### src/rtl/spp_host_seq_pkg.sv
// spp_host_seq_pkg: sequencer states and strobe-pair encodings shared by the host sequencer files.
package spp_host_seq_pkg;
   typedef enum logic [3:0] {
      IDLE, A_LO, A_HI, W_LO, W_HI, R0_LO, R0_HI, R1_LO, R1_HI, DONE
   } sppseq_state;
   // Strobe pairs are {wrextb, rdextb}, both active low.
   localparam logic [1:0] STB_IDLE = 2'b11;
   localparam logic [1:0] STB_ADDR = 2'b00;
   localparam logic [1:0] STB_WR   = 2'b01;
   localparam logic [1:0] STB_RD   = 2'b10;
endpackage

### src/rtl/spp_host_seq_phase_timer.sv
// spp_phase_timer: counts HOLD cycles per strobe phase; expire flags the last cycle of a phase.
module spp_phase_timer #(
   parameter int HOLD = 4
) (
   input  logic clk,
   input  logic rstb,
   input  logic run,
   output logic expire
);
   localparam int W = $clog2(HOLD) + 1;
   logic [W-1:0] cnt_q, cnt_d;
   assign expire = run && (cnt_q == W'(HOLD - 1));
   assign cnt_d  = (!run || expire) ? '0 : cnt_q + 1'b1;
   always_ff @(posedge clk or negedge rstb) begin
      if (!rstb) cnt_q <= '0;
      else       cnt_q <= cnt_d;
   end
endmodule

### src/rtl/spp_host_seq.sv
// spp_host_seq: turns write/read byte commands into the strobe phase sequence of the SRAM
// parallel-port interface and reassembles the two returned read nibbles into a byte.
module spp_host_seq
   import spp_host_seq_pkg::*;
#(
   parameter int HOLD       = 4,
   parameter bit CACHE_ADDR = 1
) (
   input  logic       clk,
   input  logic       rstb,
   input  logic       cmd_valid,
   output logic       cmd_ready,
   input  logic       cmd_wr,
   input  logic [1:0] cmd_addr,
   input  logic [7:0] cmd_data,
   output logic       done,
   output logic [7:0] rsp_data,
   output logic       wrextb,
   output logic       rdextb,
   output logic [7:0] din,
   input  logic [3:0] dout
);
   sppseq_state state_q, state_d;
   logic       wr_q, cache_vld_q, done_q, accept, hit, run, expire;
   logic [1:0] addr_q, addr_d, cache_addr_q, stb_q, stb_d;
   logic [7:0] data_q, data_d, din_q, din_d, rsp_q;
   logic [3:0] lo_q;
   assign cmd_ready = (state_q == IDLE);
   assign accept    = cmd_valid && cmd_ready;
   assign hit       = CACHE_ADDR && cache_vld_q && (cmd_addr == cache_addr_q);
   assign run       = (state_q != IDLE) && (state_q != DONE);
   spp_phase_timer #(.HOLD(HOLD)) u_timer (
      .clk    (clk),
      .rstb   (rstb),
      .run    (run),
      .expire (expire)
   );
   always_comb begin
      state_d = state_q;
      addr_d  = accept ? cmd_addr : addr_q;
      data_d  = accept ? cmd_data : data_q;
      case (state_q)
         IDLE:    if (accept) state_d = !hit ? A_LO : cmd_wr ? W_LO : R0_LO;
         A_LO:    if (expire) state_d = A_HI;
         A_HI:    if (expire) state_d = wr_q ? W_LO : R0_LO;
         W_LO:    if (expire) state_d = W_HI;
         W_HI:    if (expire) state_d = DONE;
         R0_LO:   if (expire) state_d = R0_HI;
         R0_HI:   if (expire) state_d = R1_LO;
         R1_LO:   if (expire) state_d = R1_HI;
         R1_HI:   if (expire) state_d = DONE;
         DONE:    state_d = IDLE;
         default: state_d = IDLE;
      endcase
      // Outputs are decoded from the next state so they are registered alongside it.
      stb_d = (state_d == A_LO) ? STB_ADDR :
              (state_d == W_LO) ? STB_WR :
              (state_d == R0_LO || state_d == R1_LO) ? STB_RD : STB_IDLE;
      din_d = (state_d == A_LO || state_d == A_HI) ? {6'b0, addr_d} :
              (state_d == W_LO || state_d == W_HI) ? data_d : 8'h00;
   end
   always_ff @(posedge clk or negedge rstb) begin
      if (!rstb) begin
         state_q      <= IDLE;
         wr_q         <= 1'b0;
         addr_q       <= '0;
         data_q       <= '0;
         cache_vld_q  <= 1'b0;
         cache_addr_q <= '0;
         lo_q         <= '0;
         rsp_q        <= '0;
         done_q       <= 1'b0;
         stb_q        <= STB_IDLE;
         din_q        <= '0;
      end else begin
         state_q <= state_d;
         wr_q    <= accept ? cmd_wr : wr_q;
         addr_q  <= addr_d;
         data_q  <= data_d;
         stb_q   <= stb_d;
         din_q   <= din_d;
         done_q  <= (state_d == DONE);
         if (state_q == A_HI && expire) begin
            cache_vld_q  <= 1'b1;
            cache_addr_q <= addr_q;
         end
         // The low nibble waits in lo_q so rsp_data only changes when a read completes.
         if (state_q == R1_LO && expire) lo_q <= dout;
         if (state_q == R1_HI && expire) rsp_q <= {dout, lo_q};
      end
   end
   assign wrextb   = stb_q[1];
   assign rdextb   = stb_q[0];
   assign din      = din_q;
   assign done     = done_q;
   assign rsp_data = rsp_q;
endmodule

### config.mk
export PLATFORM = sky130hd
export DESIGN_NAME = spp_host_seq
export DESIGN_NICKNAME = d
export VERILOG_FILES = /design/src/rtl/spp_host_seq_pkg.sv /design/src/rtl/spp_host_seq_phase_timer.sv /design/src/rtl/spp_host_seq.sv
export SDC_FILE = /design/constraint.sdc
export NUM_CORES = 1
export LEC_CHECK = 0
export CAP_MARGIN = 40
export CORE_UTILIZATION = 55
export DETAILED_ROUTE_END_ITERATION = 12
export PLACE_DENSITY = 0.9
export RECOVER_POWER = 25
export SYNTH_ARGS = -nofsm -noshare
export SYNTH_HDL_FRONTEND = slang
export SYNTH_SLANG_ARGS = --single-unit
### constraint.sdc
create_clock -name clk -period 3.7 [get_ports clk]
set_input_delay 0.925 -clock clk [delete_from_list [all_inputs] [get_ports clk]]
set_output_delay 0.925 -clock clk [all_outputs]
set_load 0.01 [all_outputs]
==> results.sh, run 1 <==
export IMPL_status="finished with violations"
export IMPL_violations="max-capacitance violations, max-slew violations"
export IMPL_portBuffers=37
export IMPL_cts_sinks=44
export IMPL_cts_resized=0
export IMPL_cts_root_buf="clkbuf_8"
export IMPL_drc=0
export IMPL_synth_edf_count=0
export IMPL_slowest_stage="clkdlybuf4s50_1"
export IMPL_hp_start="u_timer.cnt_q[0]$_DFF_PN0_"
export IMPL_ys_types=43
export IMPL_start_kind="flip-flop"
export IMPL_pwr_share_clk_pct=16.0
export IMPL_placed_cell_area_um2=2430
export IMPL_die_w_um=62.7
export IMPL_nFillCells=250
export IMPL_max_freq_ghz=0.361
export IMPL_arrival_ns=1.85
export IMPL_hpwlAfterDp_um=3050
export IMPL_drt_iter0_markers=67
export IMPL_track_usage_pct=22.9
export IMPL_die_area_um2=3930
export IMPL_slowest_delay_ns=0.60
export IMPL_totalWireLength_um=3990
export IMPL_synth_avg_cell_area_um2=11.7
export IMPL_holdBufCountCts=0
export IMPL_power_leakage_uw=0.00114
export IMPL_diodes=0
export IMPL_yosysWarnings=0
export IMPL_final_cell_mix="42 x dfrtp_1, 36 x clkdlybuf4s50_1, 21 x mux2_2, 20 x nand2_1, 12 x nor2_1"
export IMPL_path_cells="nor4_4 -> clkdlybuf4s50_1"
export IMPL_grt_pass1_vias=1496
export IMPL_ys_seq_area_share_pct=54.5
export IMPL_regArea_um2=1100
export IMPL_rsz0062_at_grt="no"
export IMPL_grt_max_degree=33
export IMPL_cts_path_max_buffers=2
export IMPL_hp_class="reg -> reg"
export IMPL_areaGrowthSynthToFinish_pct=23.2
export IMPL_layout_commonest_cell="dfrtp_1"
export IMPL_multi_input_area_um2=862
export IMPL_clk_latency_ns=0.30
export IMPL_hold_violations=0
export IMPL_syn_cell_area_um2=2030
export IMPL_cts_tree="yes"
export IMPL_initial_core_util_pct=58.9
export IMPL_final_max_slew_viol_count=33
export IMPL_setup_violations=0
export IMPL_cts_setup_buffers=0
export IMPL_firstDrtPassIters=4
export IMPL_skew_ns=0.0113
export IMPL_synthArstFlopShare_pct=100
export IMPL_htreeDepth=2
export IMPL_finalNetCount=231
export IMPL_fin_crit_sh_pct=74.9
export IMPL_grt_ovfl_total=0
export IMPL_whs_endpoint="u_timer.cnt_q[0]$_DFF_PN0_"
export IMPL_combPwrFrac_pct=41.2
export IMPL_switchingPower_uw=643
export IMPL_power_uw=1820
export IMPL_die_y_um=62.7
export IMPL_p_per_area_nw_per_um2=728
export IMPL_design_area_um2=2490
export IMPL_ff2ff_path_depth=7
export IMPL_slew_headroom_pct=-7.60
export IMPL_vias_per_cell=5.58
export IMPL_grt_pass1_wl_um=6940
export IMPL_p_int_uw=1170
export IMPL_ys_flop_type="dfrtp_1"
export IMPL_critical_path_class="reg -> out"
export IMPL_swShare_pct=35.4
export IMPL_syn_nets=193
export IMPL_ios=38
export IMPL_ys_ff_latch=44
export IMPL_drive_gt1_share_pct=16.5
export IMPL_gp_congestion=0.932
export IMPL_dr_total_vias=1439
export IMPL_synthCells=173
export IMPL_layout_min_cycle_time_ns=2.77
export IMPL_utilization_pct=72.5
export IMPL_worst_ir_drop_vdd_mv=0.399
export IMPL_fp_row_count=21
export IMPL_cts_buffers=5
export IMPL_seqPwrFrac_pct=42.8
export IMPL_hold_depth=1
export IMPL_finalSetupTns_ns=0
export IMPL_drv_cap=1
export IMPL_timing_rr_start="u_timer.cnt_q[0]$_DFF_PN0_"
export IMPL_rrSetupSlack_ns=1.40
export IMPL_reg2reg_to="din[0]$_DFF_PN0_"
export IMPL_worstPathRequired_ns=2.77
export IMPL_cts_clk_slew_worst_paths_ns=0.08
export IMPL_path_max_fanout=13
export IMPL_critPathCaptureType="output pin"
export IMPL_wl_per_cell_um=15.5
export IMPL_grt_antenna_before_repair=0
export IMPL_antenna_left=0
export IMPL_core_um2=3440
export IMPL_tightest_slew_ns=1.61
## power by group through the flow
stage	Clock [uW]	Combinational [uW]	Sequential [uW]
2_1_floorplan	0	565	746
3_3_place_gp	0	706	774
3_5_place_dp	0	751	788
4_1_cts	294	753	778
5_1_grt	317	824	798
6_report	291	747	777
## per-layer routing
| metal | part of all wire (%) | global-route usage [%] | vias to the layer above |
|---|---|---|---|
| met5 | 0 | 0 | - |
| met4 | 1.8 | 9.01 | 0 |
| met3 | 3.1 | 4.93 | 9 |
| met2 | 51 | 37.5 | 33 |
| met1 | 44 | 29.6 | 716 |
| li1 | - | - | 681 |
## cells by family after synthesis
kind of cell	after synthesis	synth area share, %
buffers and inverters	12	2.96
XOR/XNOR	4	1.73
adder cells (fa/ha/maj)	2	1.24
AO/OA/AOI/OAI	27	10.4
AND/OR/NAND/NOR	60	16.1
multiplexers	24	13.2
flip-flops	44	54.5
## cell usage after synthesis, types with 2 or more instances
library cell / instances / area [um^2]
clkbuf_1: 2 / 7.51
nand2b_1: 4 / 25.0
a21boi_1: 6 / 45.0
o21ai_1: 2 / 10.0
buf_2: 3 / 15.0
dfrtp_1: 42 / 1050
mux2_2: 21 / 236
nor2_1: 12 / 45.0
and2_1: 2 / 12.5
nand2_1: 20 / 75.1
nand4_1: 2 / 12.5
inv_1: 5 / 18.8
dfstp_2: 2 / 52.6
and4_1: 2 / 17.5
mux2i_1: 3 / 30.0
a21oi_1: 2 / 10.0
nor2b_1: 3 / 18.8
a21o_1: 6 / 45.0
nand3_1: 4 / 20.0
xnor2_1: 3 / 26.3
o211ai_1: 4 / 30.0
ha_1: 2 / 25.0
## registers in the layout (all words and copies together) (netlist names)
register	count
stb_q	2
addr_q	2
rsp_data	8
cache_vld_q	1
wr_q	1
lo_q	4
done	1
data_q	8
u_timer.cnt_q	3
cache_addr_q	2
state_q	4
din	8
## worst max-delay path: cells and delay by family (launching register included)
family,cells,cell delay [ns]
flops,1,0.52
simple gates,1,0.42
buf+inv,1,0.60
## through the flow
| stage | hold WS (ns) | std cells | setup slack [ns] |
|---|---|---|---|
| after floorplan | 0.409 | 173 | 1.62 |
| after global placement | 0.420 | 249 | 0.980 |
| after detailed placement | 0.431 | 250 | 0.937 |
| after CTS | 0.441 | 258 | 0.920 |
| after global routing | 0.461 | 258 | 0.704 |
| final | 0.439 | 258 | 0.928 |
## layout make-up
class                      instances  share of cell area [%]
clock inverter                     2                   0.502
timing repair buffer              38                    14.7
clock buffer                       6                    2.91
sequential                        44                    44.2
inverter                           5                   0.752
tap                               46                    2.31
multi-input combinational        117                    34.6
## worst max path at each step
stage                              start  slack [ns]  cells after the start                   end
global route                        rstb        0.70                      2  state_q[0]$_DFF_PN0_
CTS                 state_q[1]$_DFF_PN0_        0.92                      2             cmd_ready
global placement               cmd_valid        0.98                      6      din[2]$_DFF_PN0_
detailed placement             cmd_valid        0.94                      6      din[4]$_DFF_PN0_
floorplan                      cmd_valid        1.62                      5      din[2]$_DFF_PN0_
finish              state_q[1]$_DFF_PN0_        0.93                      2             cmd_ready
Note: power is estimated with default switching activity, not from simulation.
==> inputs of run 2 (changes only) <==
--- a/config.mk
+++ b/config.mk
@@ -6,9 +6,9 @@
 export NUM_CORES = 1
 export LEC_CHECK = 0
 export CAP_MARGIN = 40
-export CORE_UTILIZATION = 55
+export CORE_UTILIZATION = 51
 export DETAILED_ROUTE_END_ITERATION = 12
-export PLACE_DENSITY = 0.9
+export PLACE_DENSITY = 0.84
 export RECOVER_POWER = 25
 export SYNTH_ARGS = -nofsm -noshare
 export SYNTH_HDL_FRONTEND = slang
==> constraint.sdc (replaced) <==
create_clock -name clk -period 2.85 [get_ports clk]
set_input_delay 0.7125 -clock clk [delete_from_list [all_inputs] [get_ports clk]]
set_output_delay 0.7125 -clock clk [all_outputs]
set_load 0.01 [all_outputs]
==> run 2 against run 1 <==
The flow now finishes without violations. Via count rose by 0.35%. Hold slack got worse by 0.0053 ns. Routed wire length rose by 2.8%. Largest cell class unchanged. Largest power group unchanged. Highest routed layer unchanged.
==> results.sh, run 2 (synthesis gave the netlist of run 1 again) <==
export IMPL_gp_congestion=0.869
export IMPL_drive_gt1_share_pct=16.9
export IMPL_hp_class="reg -> reg"
export IMPL_power_leakage_uw=0.00118
export IMPL_whs_endpoint="u_timer.cnt_q[0]$_DFF_PN0_"
export IMPL_hold_violations=0
export IMPL_clk_latency_ns=0.30
export IMPL_finalSetupTns_ns=0
export IMPL_timing_rr_start="u_timer.cnt_q[0]$_DFF_PN0_"
export IMPL_drt_iter0_markers=75
export IMPL_wl_per_cell_um=15.7
export IMPL_track_usage_pct=21.7
export IMPL_finalNetCount=232
export IMPL_holdBufCountCts=0
export IMPL_status="finished, final reports clean"
export IMPL_max_freq_ghz=0.390
export IMPL_drv_cap=0
export IMPL_nFillCells=273
export IMPL_setup_violations=0
export IMPL_fp_row_count=22
export IMPL_start_kind="flip-flop"
export IMPL_p_per_area_nw_per_um2=994
export IMPL_seqPwrFrac_pct=39.6
export IMPL_grt_pass1_wl_um=6910
export IMPL_combPwrFrac_pct=38.6
export IMPL_slew_headroom_pct=15.9
export IMPL_slowest_stage="clkdlybuf4s50_1"
export IMPL_vias_per_cell=5.53
export IMPL_path_cells="nor4_4 -> clkdlybuf4s50_1"
export IMPL_layout_min_cycle_time_ns=2.56
export IMPL_diodes=0
export IMPL_crit_family="buffers and inverters"
export IMPL_die_y_um=65.0
export IMPL_path_max_fanout=13
export IMPL_cts_resized=0
export IMPL_arrival_ns=1.85
export IMPL_cts_buffers=5
export IMPL_reg2reg_to="din[7]$_DFF_PN0_"
export IMPL_firstDrtPassIters=4
export IMPL_slowest_delay_ns=0.60
export IMPL_critPathCaptureType="output pin"
export IMPL_htreeDepth=2
export IMPL_swShare_pct=33.1
export IMPL_cts_sinks=44
export IMPL_cts_setup_buffers=0
export IMPL_utilization_pct=68.4
export IMPL_skew_ns=0.00596
export IMPL_final_cell_mix="42 x dfrtp_1, 36 x clkdlybuf4s50_1, 21 x mux2_2, 20 x nand2_1, 12 x nor2_1"
export IMPL_die_w_um=65.0
export IMPL_worstPathRequired_ns=2.14
export IMPL_rsz0062_at_grt="no"
export IMPL_cts_path_max_buffers=2
export IMPL_hold_depth=1
export IMPL_die_area_um2=4230
export IMPL_cts_tree="yes"
export IMPL_areaGrowthSynthToFinish_pct=26.4
export IMPL_hp_start="u_timer.cnt_q[0]$_DFF_PN0_"
export IMPL_cts_clk_slew_worst_paths_ns=0.08
export IMPL_final_max_slew_viol_count=0
export IMPL_ff2ff_path_depth=7
export IMPL_cts_root_buf="clkbuf_8"
export IMPL_layout_commonest_cell="dfrtp_1"
export IMPL_critical_path_class="reg -> out"
export IMPL_cp_num_buf_inv=1
export IMPL_totalWireLength_um=4110
export IMPL_grt_pass1_vias=1534
export IMPL_switchingPower_uw=844
export IMPL_hpwlAfterDp_um=2960
export IMPL_grt_antenna_before_repair=0
export IMPL_core_um2=3740
export IMPL_initial_core_util_pct=54.1
export IMPL_portBuffers=37
export IMPL_tightest_slew_ns=1.26
export IMPL_p_int_uw=1700
export IMPL_rrSetupSlack_ns=0.64
export IMPL_antenna_left=0
export IMPL_worst_ir_drop_vdd_mv=0.531
export IMPL_dr_total_vias=1444
export IMPL_drc=0
export IMPL_ios=38
export IMPL_grt_max_degree=30
export IMPL_fin_crit_sh_pct=89.9
export IMPL_pwr_share_clk_pct=21.8
export IMPL_grt_ovfl_total=0
[run 2: cell types whose count changed in the layout (fill, tap and decap cells not counted), sizes merged]
cell / change
clkinvlp: -1
dlymetal6s4s: +1
buf: +1
bufinv: +2
clkbuf: -1
clkinv: -1
[run 2: per-layer routing]
metal | part of all wire, % | global-route usage (%)
met4 | 0.90 | 6.52
met3 | 4.6 | 5.81
met1 | 46 | 27.9
met2 | 49 | 35.7
met5 | 0 | 0
[run 2: power by group through the flow]
stage | combinational, uW | clock [uW] | sequential (uW)
global route | 1090 | 600 | 1030
detailed placement | 974 | 0 | 1020
floorplan | 734 | 0 | 968
global placement | 928 | 0 | 1000
finish | 983 | 556 | 1010
CTS | 984 | 570 | 1000
[run 2: area by class of cell]
type	instances	area [um^2]	share of cell area, %
clock buffers	6	72.6	2.83
clock inverters	2	60.1	2.34
inverters	5	18.8	0.733
multi-input cells	117	862	33.7
flip-flops and latches	44	1100	43.1
well taps	48	60.1	2.34
repair buffers	39	384	15.0
[run 2: worst max path at each step]
stage	from	slack, ns	to	cells past startpoint
2_1_floorplan	u_timer.cnt_q[0]$_DFF_PN0_	0.86	din[0]$_DFF_PN0_	8
3_3_place_gp	cmd_valid	0.33	din[5]$_DFF_PN0_	6
3_5_place_dp	cmd_valid	0.28	din[7]$_DFF_PN0_	6
4_1_cts	state_q[0]$_DFF_PN0_	0.29	cmd_ready	2
5_1_grt	rstb	0.13	lo_q[0]$_DFFE_PN0P_	2
6_report	state_q[1]$_DFF_PN0_	0.29	cmd_ready	2
[run 2: metrics by stage]
stage / cells / setup slack, ns / hold WS (ns) / power, uW / cell area, um^2
after floorplan: 173 / 0.857 / 0.409 / 1700 / 2030
after global placement: 252 / 0.332 / 0.420 / 1930 / 2420
after detailed placement: 253 / 0.276 / 0.426 / 1990 / 2440
after CTS: 261 / 0.290 / 0.335 / 2560 / 2570
after global routing: 261 / 0.131 / 0.471 / 2710 / 2560
final: 261 / 0.289 / 0.434 / 2550 / 2560
